==> config.mk <==
export PLATFORM = sky130hd
export DESIGN_NAME = div_nr_param_flat
export DESIGN_NICKNAME = d
export VERILOG_FILES = /design/src/rtl/div_pkg.sv /design/src/rtl/div_nr_param_if.sv /design/src/rtl/div_nr_step.sv /design/src/rtl/div_nr_param.sv /design/src/flat_wrapper.sv
export SDC_FILE = /design/constraint.sdc
export NUM_CORES = 1
export LEC_CHECK = 0
export ABC_CLOCK_PERIOD_IN_PS = 6900
export CORE_ASPECT_RATIO = 2
export CORE_UTILIZATION = 41
export CTS_BUF_LIST = sky130_fd_sc_hd__clkbuf_4 sky130_fd_sc_hd__clkbuf_8
export DETAILED_ROUTE_END_ITERATION = 6
export GPL_TIMING_DRIVEN = 0
export PLACE_DENSITY = 0.68
export RECOVER_POWER = 100
export SLEW_MARGIN = 25
export SYNTH_ARGS = -nofsm -noshare
export SYNTH_HDL_FRONTEND = slang
export SYNTH_SLANG_ARGS = --single-unit
==> constraint.sdc <==
create_clock -name clock -period 6.9 [get_ports clock]
set_clock_uncertainty 0.15 [all_clocks]
set_input_delay 1.38 -clock clock [delete_from_list [all_inputs] [get_ports clock]]
set_output_delay 1.38 -clock clock [all_outputs]
set_load 0.01 [all_outputs]
==> src/rtl/div_pkg.sv <==
// Shared types and helpers for the iterative non-restoring divider.
package div_pkg;

  typedef enum logic [1:0] {
    IDLE,
    RUN,
    FIX
  } state_t;

  // Bit positions inside the err vector.
  localparam int ERR_DIV0 = 0;
  localparam int ERR_OVF  = 1;

  function automatic int cnt_w(input int width);
    return $clog2(width);
  endfunction

endpackage

==> src/rtl/div_nr_param_if.sv <==
// Handshake and result bundle of div_nr_param. The err field exists only when DIV_ERR_EN is defined.
interface div_nr_param_if #(
  parameter int WIDTH = 32
) ();

  logic             start;
  logic             sign_mode;
  logic [WIDTH-1:0] dividend;
  logic [WIDTH-1:0] divisor;
  logic [WIDTH-1:0] q;
  logic [WIDTH-1:0] r;
  logic             busy;
  logic             done;
`ifdef DIV_ERR_EN
  logic [1:0]       err;
`endif

  modport master (
    output start, sign_mode, dividend, divisor,
    input  q, r, busy, done
`ifdef DIV_ERR_EN
    , input err
`endif
  );

  modport slave (
    input  start, sign_mode, dividend, divisor,
    output q, r, busy, done
`ifdef DIV_ERR_EN
    , output err
`endif
  );

endinterface

==> src/rtl/div_nr_step.sv <==
// One combinational non-restoring iteration on a WIDTH+1 bit partial remainder.
module div_nr_step #(
  parameter int WIDTH = 32
) (
  input  logic [WIDTH:0]   rem_in,
  input  logic             quo_msb,
  input  logic [WIDTH-1:0] divisor,
  input  logic             neg_in,
  output logic [WIDTH:0]   rem_out,
  output logic             q_bit
);

  logic [WIDTH:0] shifted;

  // Dropping rem_in's top bit is safe: the true result always fits, so modular arithmetic is exact.
  assign shifted = {rem_in[WIDTH-1:0], quo_msb};
  assign rem_out = neg_in ? shifted + {1'b0, divisor} : shifted - {1'b0, divisor};
  assign q_bit   = ~rem_out[WIDTH];

endmodule

==> src/rtl/div_nr_param.sv <==
// Iterative signed/unsigned non-restoring divider: WIDTH+1 cycles per op.
// Optional DIV_ERR_EN adds the err flags and a two-cycle fast path for divide-by-zero and overflow.
module div_nr_param #(
  parameter int WIDTH = 32
) (
  input  logic clock,
  input  logic reset,
  div_nr_param_if.slave bus
);
  import div_pkg::*;

  localparam int               CW      = cnt_w(WIDTH);
  localparam logic [CW-1:0]    LAST    = CW'(WIDTH - 1);
  localparam logic [WIDTH-1:0] MIN_VAL = {1'b1, {(WIDTH-1){1'b0}}};

  state_t           state, state_next;
  logic [CW-1:0]    cnt;
  logic [WIDTH:0]   rem;
  logic [WIDTH-1:0] quo, b_mag, a_raw;
  logic             neg_q, neg_r, div0, ovf;
  logic [WIDTH-1:0] q_reg, r_reg;
  logic             busy_reg, done_reg;
  logic [WIDTH:0]   step_rem, rem_fix;
  logic             step_bit;
  logic             a_neg, b_neg;
  logic [WIDTH-1:0] a_mag_in, b_mag_in, q_fix, r_fix;

  div_nr_step #(.WIDTH(WIDTH)) u_step (
    .rem_in  (rem),
    .quo_msb (quo[WIDTH-1]),
    .divisor (b_mag),
    .neg_in  (rem[WIDTH]),
    .rem_out (step_rem),
    .q_bit   (step_bit)
  );

  assign a_neg    = bus.sign_mode & bus.dividend[WIDTH-1];
  assign b_neg    = bus.sign_mode & bus.divisor[WIDTH-1];
  assign a_mag_in = a_neg ? -bus.dividend : bus.dividend;
  assign b_mag_in = b_neg ? -bus.divisor  : bus.divisor;

  assign rem_fix = rem[WIDTH] ? rem + {1'b0, b_mag} : rem;
  assign q_fix   = div0 ? '1    : ovf ? MIN_VAL : (neg_q ? -quo : quo);
  assign r_fix   = div0 ? a_raw : ovf ? '0
                 : (neg_r ? -rem_fix[WIDTH-1:0] : rem_fix[WIDTH-1:0]);

  always_ff @(posedge clock) begin
    if (reset) state <= IDLE;
    else       state <= state_next;
  end

  // NOTE: every variable written here gets a default first, so no latch can be inferred.
  always_comb begin
    state_next = state;
    case (state)
      IDLE: if (bus.start) state_next = RUN;
      RUN: begin
`ifdef DIV_ERR_EN
        if (div0 || ovf) state_next = FIX;
        else
`endif
        if (cnt == LAST) state_next = FIX;
      end
      FIX:     state_next = IDLE;
      default: state_next = IDLE;
    endcase
  end

  // NOTE: sequential state uses non-blocking assignments so all registers update together.
  always_ff @(posedge clock) begin
    if (reset) begin
      cnt      <= '0;
      rem      <= '0;
      quo      <= '0;
      b_mag    <= '0;
      a_raw    <= '0;
      neg_q    <= 1'b0;
      neg_r    <= 1'b0;
      div0     <= 1'b0;
      ovf      <= 1'b0;
      q_reg    <= '0;
      r_reg    <= '0;
      busy_reg <= 1'b0;
      done_reg <= 1'b0;
`ifdef DIV_ERR_EN
      bus.err  <= 2'b00;
`endif
    end else begin
      done_reg <= 1'b0;
      case (state)
        IDLE: if (bus.start) begin
          a_raw    <= bus.dividend;
          quo      <= a_mag_in;
          b_mag    <= b_mag_in;
          rem      <= '0;
          cnt      <= '0;
          neg_q    <= a_neg ^ b_neg;
          neg_r    <= a_neg;
          div0     <= (bus.divisor == '0);
          ovf      <= bus.sign_mode && (bus.dividend == MIN_VAL) && (bus.divisor == '1);
          busy_reg <= 1'b1;
`ifdef DIV_ERR_EN
          bus.err  <= 2'b00;
`endif
        end
        RUN: begin
          rem <= step_rem;
          quo <= {quo[WIDTH-2:0], step_bit};
          cnt <= cnt + CW'(1);
        end
        FIX: begin
          q_reg    <= q_fix;
          r_reg    <= r_fix;
          busy_reg <= 1'b0;
          done_reg <= 1'b1;
`ifdef DIV_ERR_EN
          bus.err[ERR_DIV0] <= div0;
          bus.err[ERR_OVF]  <= ovf;
`endif
        end
        default: ;
      endcase
    end
  end

  assign bus.q    = q_reg;
  assign bus.r    = r_reg;
  assign bus.busy = busy_reg;
  assign bus.done = done_reg;

endmodule

==> src/flat_wrapper.sv <==
// flat-port wrapper written by rule: the top's interface ports become plain ports
module div_nr_param_flat import div_pkg::*;
#(
  parameter int WIDTH = 32
)
  (clock, reset, bus_start, bus_sign_mode, bus_dividend, bus_divisor, bus_q, bus_r, bus_busy, bus_done);
  div_nr_param_if #(.WIDTH(WIDTH)) bus_i ();
  input  logic clock;
  input  logic reset;
  input wire logic [$bits(bus_i.start)-1:0] bus_start;
  input wire logic [$bits(bus_i.sign_mode)-1:0] bus_sign_mode;
  input wire logic [$bits(bus_i.dividend)-1:0] bus_dividend;
  input wire logic [$bits(bus_i.divisor)-1:0] bus_divisor;
  output wire logic [$bits(bus_i.q)-1:0] bus_q;
  output wire logic [$bits(bus_i.r)-1:0] bus_r;
  output wire logic [$bits(bus_i.busy)-1:0] bus_busy;
  output wire logic [$bits(bus_i.done)-1:0] bus_done;
  assign bus_i.start = bus_start;
  assign bus_i.sign_mode = bus_sign_mode;
  assign bus_i.dividend = bus_dividend;
  assign bus_i.divisor = bus_divisor;
  assign bus_q = bus_i.q;
  assign bus_r = bus_i.r;
  assign bus_busy = bus_i.busy;
  assign bus_done = bus_i.done;
  div_nr_param #(.WIDTH(WIDTH)) u_core (.clock(clock), .reset(reset), .bus(bus_i));
endmodule
==> impl_metrics.yaml, run 1 <==
floorplanning:
  die_h_um: 269
  ioPinCount: 134
  fp.coreArea_um2: 35100
  die_w_um: 136
  start_util_pct: 41.8
  dieArea_um2: 36600
  rows: 97
cells_and_area:
  postLayoutCoreUtil_pct: 49.0
  area_delta_synth_final_pct: 17.3
  layout-drive-gt1-share_pct: 3.95
  nFillCells: 3587
  largest-register: "u_core.rem"
  final_nets: 2273
  design_area_um2: 17200
  largest_reg_flops: 33
critical_path:
  cp.arrival_ns: 7.07
  cp-start-kind: "register"
  cp_num_buf_inv: 6
  cpMostUsedCell: "buf_2"
  critPathTopFamily: "compound AO/OA/AOI/OAI gates"
  worstPathCellList: "clkbuf_4, buf_2, buf_2, buf_2, clkbuf_2, buf_2, nor2_1, xor2_1, ha_1, nor2b_1, o21ai_0, a2111oi_2, o21bai_1, a211oi_2, o31ai_4, o21bai_1, a21boi_0, xnor2_2, a22oi_1, nor2_1"
  critPathKind: "register to register"
  crit_fanout: 19
  critPathMaxStageDelay_ns: 0.60
  cp.required_ns: 7.24
  slowest_stage: "a2111oi_2"
  cp-end-kind: "register"
  rrSetupSlack_ns: 0.17
global_routing:
  grt_max_degree: 20
  grt_first_pass_wirelength_mm: 91.1
  grt_pass1_vias: 16224
  antenna_found_initial: 1
  grt-ovfl-total: 0
  grt_usage_pct: 33.0
cts:
  clk_path_buf_depth: 3
  clk_latency_ns: 0.63
  htreeDepth: 1
  cts_tree: "built"
  cts.reportedPaths.clkPinSlew_ns: 0.08
  clock-sinks: 206
  root_buffer: "clkbuf_8"
  cts.hold.buffers_added: 0
  cts_buffers: 31
routing:
  vias: 15818
  drc: 0
  wl_per_cell_um: 23.2
  viasPerCell: 6.08
  finalWirelength_mm: 60.3
  drtIter0Drc: 899
  antenna_left: 0
  dr.pass1.iters: 5
synthesis:
  syn_nets: 2109
  ys_ff_latch: 206
  syn_area_um2: 14700
  syn_avg_cell_area_um2: 7.45
  synth_edf_count: 0
  synthFlopType: "dfxtp_1"
  yosys-top-cells-area: "dfxtp_1, a21oi_1, xor2_1"
  synth_cell_type_count: 76
  synth_warnings: 0
  synth_top_area_cell: "dfxtp_1"
  syn_inst: 1968
  synthArstFlopShare_pct: 0
  yosys.area.top_type_share_pct: 28.1
  seq_area_frac_synth_pct: 28.1
sta:
  drv_slew: 0
  hold_viol: 0
  fin_crit_ns: 6.73
  fin_crit_sh_pct: 97.5
  tightest_slew_ns: 1.07
  timing.fmax_mhz: 149
  finalSetupViolCount: 0
  slew_headroom_pct: 28.4
run:
  max-cap-violations: 0
place:
  port_buffers: 132
  dp_hpwl_mm: 48.5
  gp_congestion: 0.992
  placed_cell_area_um2: 16500
status:
  status: "completed"
worst_hold_path:
  hold_class: "register to register"
power_and_ir_drop:
  power_mw: 5.14
  peakVddDrop_mv: 0.131
  power.density_nw_per_um2: 299
  p_leak_nw: 6.75
[worst register-to-register path, cell delays in order (launching register included)]
cell	delay [ns]
dfxtp_1	0.57
clkbuf_4	0.40
buf_2	0.33
buf_2	0.33
buf_2	0.34
clkbuf_2	0.37
buf_2	0.39
nor2_1	0.11
xor2_1	0.15
ha_1	0.34
nor2b_1	0.19
o21ai_0	0.18
a2111oi_2	0.60
o21bai_1	0.27
a211oi_2	0.42
o31ai_4	0.14
o21bai_1	0.27
a21boi_0	0.22
xnor2_2	0.37
a22oi_1	0.11
nor2_1	0.34
[metrics by stage]
stage               hold slack [ns]  cells  setup WS, ns    TNS, ns
floorplan                     0.286   1968          1.39          0
global placement              0.298   2545         -2.06     -21.57
detailed placement            0.302   2545         -2.03     -20.51
CTS                           0.313   2599        0.0420          0
global route                  0.334   2600     -0.000912  -0.000912
finish                        0.316   2600         0.173          0
[layout by cell type, fill, tap and decap left out, drive strengths merged, types with 9 or more instances in the layout]
cell type	count
a22oi	35
clkdlybuf4s50	61
inv	42
nor2b	13
a311oi	10
nand3b	10
dlygate4sd3	71
o31ai	34
nand2b	12
o41ai	9
a211oi	34
o22ai	31
a21o	33
o21bai	10
xor2	103
clkinv	9
mux2i	13
xnor2	75
or3	19
ha	71
a21oi	198
buf	17
nor4	18
clkbuf	148
o21a	16
a221oi	28
nand3	57
a31oi	19
dfxtp	206
a211o	9
nor2	224
nor3	77
and2	10
nand2	231
o21ai	81
or4	15
and3	9
nand4	29
[cells by family (layout without fill, tap and decap cells)]
kind of cell	Yosys count	count (layout)	synth area share, %
other cells	0	1	0
mux	15	15	1.04
fa+ha+maj	73	73	6.33
flops	206	206	28.1
xor+xnor	178	178	10.6
buf+inv	166	352	4.32
compound gates	580	580	25.5
simple gates	750	750	24.0
[cell type report]
| type | count | area (um2) | share of cell area [%] |
|---|---|---|---|
| Clock inverter | 12 | 141 | 0.823 |
| Sequential cell | 206 | 4120 | 24.0 |
| Tap cell | 445 | 557 | 3.24 |
| Multi-Input combinational cell | 1596 | 9870 | 57.4 |
| Antenna cell | 1 | 2.50 | 0.0146 |
| Timing Repair Buffer | 132 | 1320 | 7.69 |
| Clock buffer | 43 | 542 | 3.15 |
| Inverter | 43 | 161 | 0.939 |
| Buffer | 122 | 470 | 2.74 |
[synthesized netlist by cell type, drive strengths merged (29+ instances only)]
master	n
nand4	29
nor3	77
ha	71
nor2	224
a211oi	34
a21oi	198
clkbuf	98
nand2	231
inv	42
dfxtp	206
nand3	57
xnor2	75
a22oi	35
o22ai	31
o21ai	81
xor2	103
a21o	33
o31ai	34
[layer usage]
metal,vias up,part of all wire (%),track usage [%]
met5,-,0,0
met4,0,13,37.6
met3,348,5.2,4.78
met2,716,51,59.9
met1,7291,31,28.2
li1,7463,-,-
[repair_timing]
item                                    CTS  global route
gates resized for setup                  11             5
buffers inserted                          0             0
pin swaps                                 0             1
hold endpoints to repair                  0             0
endpoints found under the setup margin   25             3
[path summary, 6_finish.rpt]
path / from / cells past startpoint / endpoint
setup / recovery: u_core.rem[32] / 20 / u_core.rem[32]
hold / removal: u_core.a_raw[24] / 2 / u_core.a_raw[24]
setup reg to reg: u_core.rem[32] / 20 / u_core.rem[32]
hold reg to reg: u_core.a_raw[24] / 2 / u_core.a_raw[24]
[power breakdown]
group	switching (mW)	total, mW	internal [mW]
clock network	0.537	1.16	0.621
logic	1.55	2.51	0.960
registers	0.180	1.47	1.29
total	2.27	5.14	2.87
Power figures use the tool's default switching activity.
==> run 2: changes to the inputs <==
ABC_CLOCK_PERIOD_IN_PS = 6300   (was 6900)
clock period = 6.3 ns   (was 6.9 ns; I/O delays follow)
==> impl_metrics.yaml, run 2 (synthesis gave the netlist of run 1 again) <==
critical_path:
  crit_fanout: 19
  slowest_stage: "dfxtp_2"
  cp.required_ns: 6.66
  critPathKind: "register to register"
  cp-end-kind: "register"
  cp.arrival_ns: 6.45
  critPathMaxStageDelay_ns: 0.46
  worstPathCellList: "clkbuf_8, buf_2, buf_2, buf_2, clkbuf_4, clkbuf_4, nor2_1, xor2_1, ha_1, nor2b_1, o21ai_0, a2111oi_4, o21bai_1, a211oi_2, o31ai_2, buf_4, o21bai_1, a21boi_0, xnor2_2, a22oi_1, nor2_2"
  cp-start-kind: "register"
  cpMostUsedCell: "buf_2"
sta:
  fin_hold_ws_ns: 0.315
  drv_slew: 0
  fin_tns_setup_ns: 0
  layout_setup_ws_ns: 0.213
  timing.fmax_mhz: 164
  finalSetupViolCount: 0
  slew_headroom_pct: 28.2
  fin_crit_ns: 6.09
  rsz0062_at_grt: "no"
  fin_crit_sh_pct: 96.6
  hold_viol: 0
  tightest_slew_ns: 1.07
routing:
  dr.pass1.iters: 5
  viasPerCell: 6.10
  finalWirelength_mm: 60.2
  wl_per_cell_um: 23.1
  antenna_left: 0
  drc: 0
  drtIter0Drc: 983
  vias: 15870
cells_and_area:
  final_nets: 2274
  layout-drive-gt1-share_pct: 4.22
  largest_reg_flops: 33
  postLayoutCoreUtil_pct: 49.2
  nFillCells: 3582
  area_delta_synth_final_pct: 17.6
  design_area_um2: 17200
  final_cell_mix: "nand2_1, nor2_1, dfxtp_1, a21oi_1"
  final_cells: 2601
  mostFrequentLayoutCell: "nand2_1"
  largest-register: "u_core.rem"
cts:
  cts_buffers: 31
  clock-sinks: 206
  cts_tree: "built"
  clk_latency_ns: 0.62
  root_buffer: "clkbuf_8"
  cts.reportedPaths.clkPinSlew_ns: 0.07
  clk_path_buf_depth: 3
  htreeDepth: 1
global_routing:
  grt_pass1_vias: 16249
  grt_usage_pct: 33.0
  grt-ovfl-total: 0
  grt_first_pass_wirelength_mm: 91.1
  antenna_found_initial: 1
  grt_max_degree: 20
status:
  status: "completed"
floorplanning:
  die_h_um: 269
  die_w_um: 136
  fp.coreArea_um2: 35100
  rows: 97
  ioPinCount: 134
  dieArea_um2: 36600
  start_util_pct: 41.8
place:
  dp_cells: 2545
  dpl_worst_slack_ns: -2.63
  placed_cell_area_um2: 16500
  port_buffers: 132
  gp_congestion: 0.992
  dp_hpwl_mm: 48.5
power_and_ir_drop:
  p_leak_nw: 6.76
  power_mw: 5.65
  peakVddDrop_mv: 0.144
  power.density_nw_per_um2: 328
run:
  max-cap-violations: 0
worst_hold_path:
  hold_class: "register to register"
-- run 2: layout make-up --
class	instances	area (um2)	area share, %
plain buffers	122	482	2.79
diodes	1	2.50	0.0145
clock inverters	12	141	0.820
flip-flops and latches	206	4130	23.9
repair buffers	133	1330	7.71
well taps	445	557	3.23
clock buffers	43	542	3.14
inverters	43	161	0.936
multi-input cells	1596	9900	57.4
-- run 2: report_power, final --
part | switching [mW] | internal, mW | leakage, nW
clock network | 0.584 | 0.680 | 0.362
registers | 0.196 | 1.41 | 1.68
logic | 1.72 | 1.07 | 4.71
-- run 2: final timing paths --
check	slack (ns)	startpoint	endpoint	cells past startpoint
hold / removal	0.32	u_core.a_raw[14]	u_core.a_raw[14]	2
setup / recovery	0.21	u_core.rem[32]	u_core.rem[32]	21
hold reg to reg	0.32	u_core.a_raw[14]	u_core.a_raw[14]	2
setup reg to reg	0.21	u_core.rem[32]	u_core.rem[32]	21
-- run 2: per-layer routing --
layer	wire, um	GRT usage (%)	up-vias
met4	7830	37.8	0
li1	-	-	7471
met5	0	0	-
met3	3150	4.91	360
met2	30600	59.7	709
met1	18500	28.2	7330
-- run 2: what timing repair did --
action,CTS,global route
resized for setup,17,3
endpoints found under the setup margin,28,2
pin swaps,1,1
hold buffers,0,0
setup buffers,1,0
-- run 2: worst max-delay path, delay by kind of cell (launching register included) --
family | cells | cell delay, ns
flops | 1 | 0.46
compound gates | 8 | 1.96
fa+ha+maj | 1 | 0.34
simple gates | 3 | 0.53
xor+xnor | 2 | 0.50
buf+inv | 7 | 2.03
==> run 3: changes to the inputs <==
TNS_END_PERCENT = 100   (was not set)
==> results of run 3 <==
Same layout as run 2: the final DEF is identical, and so are final timing and power.
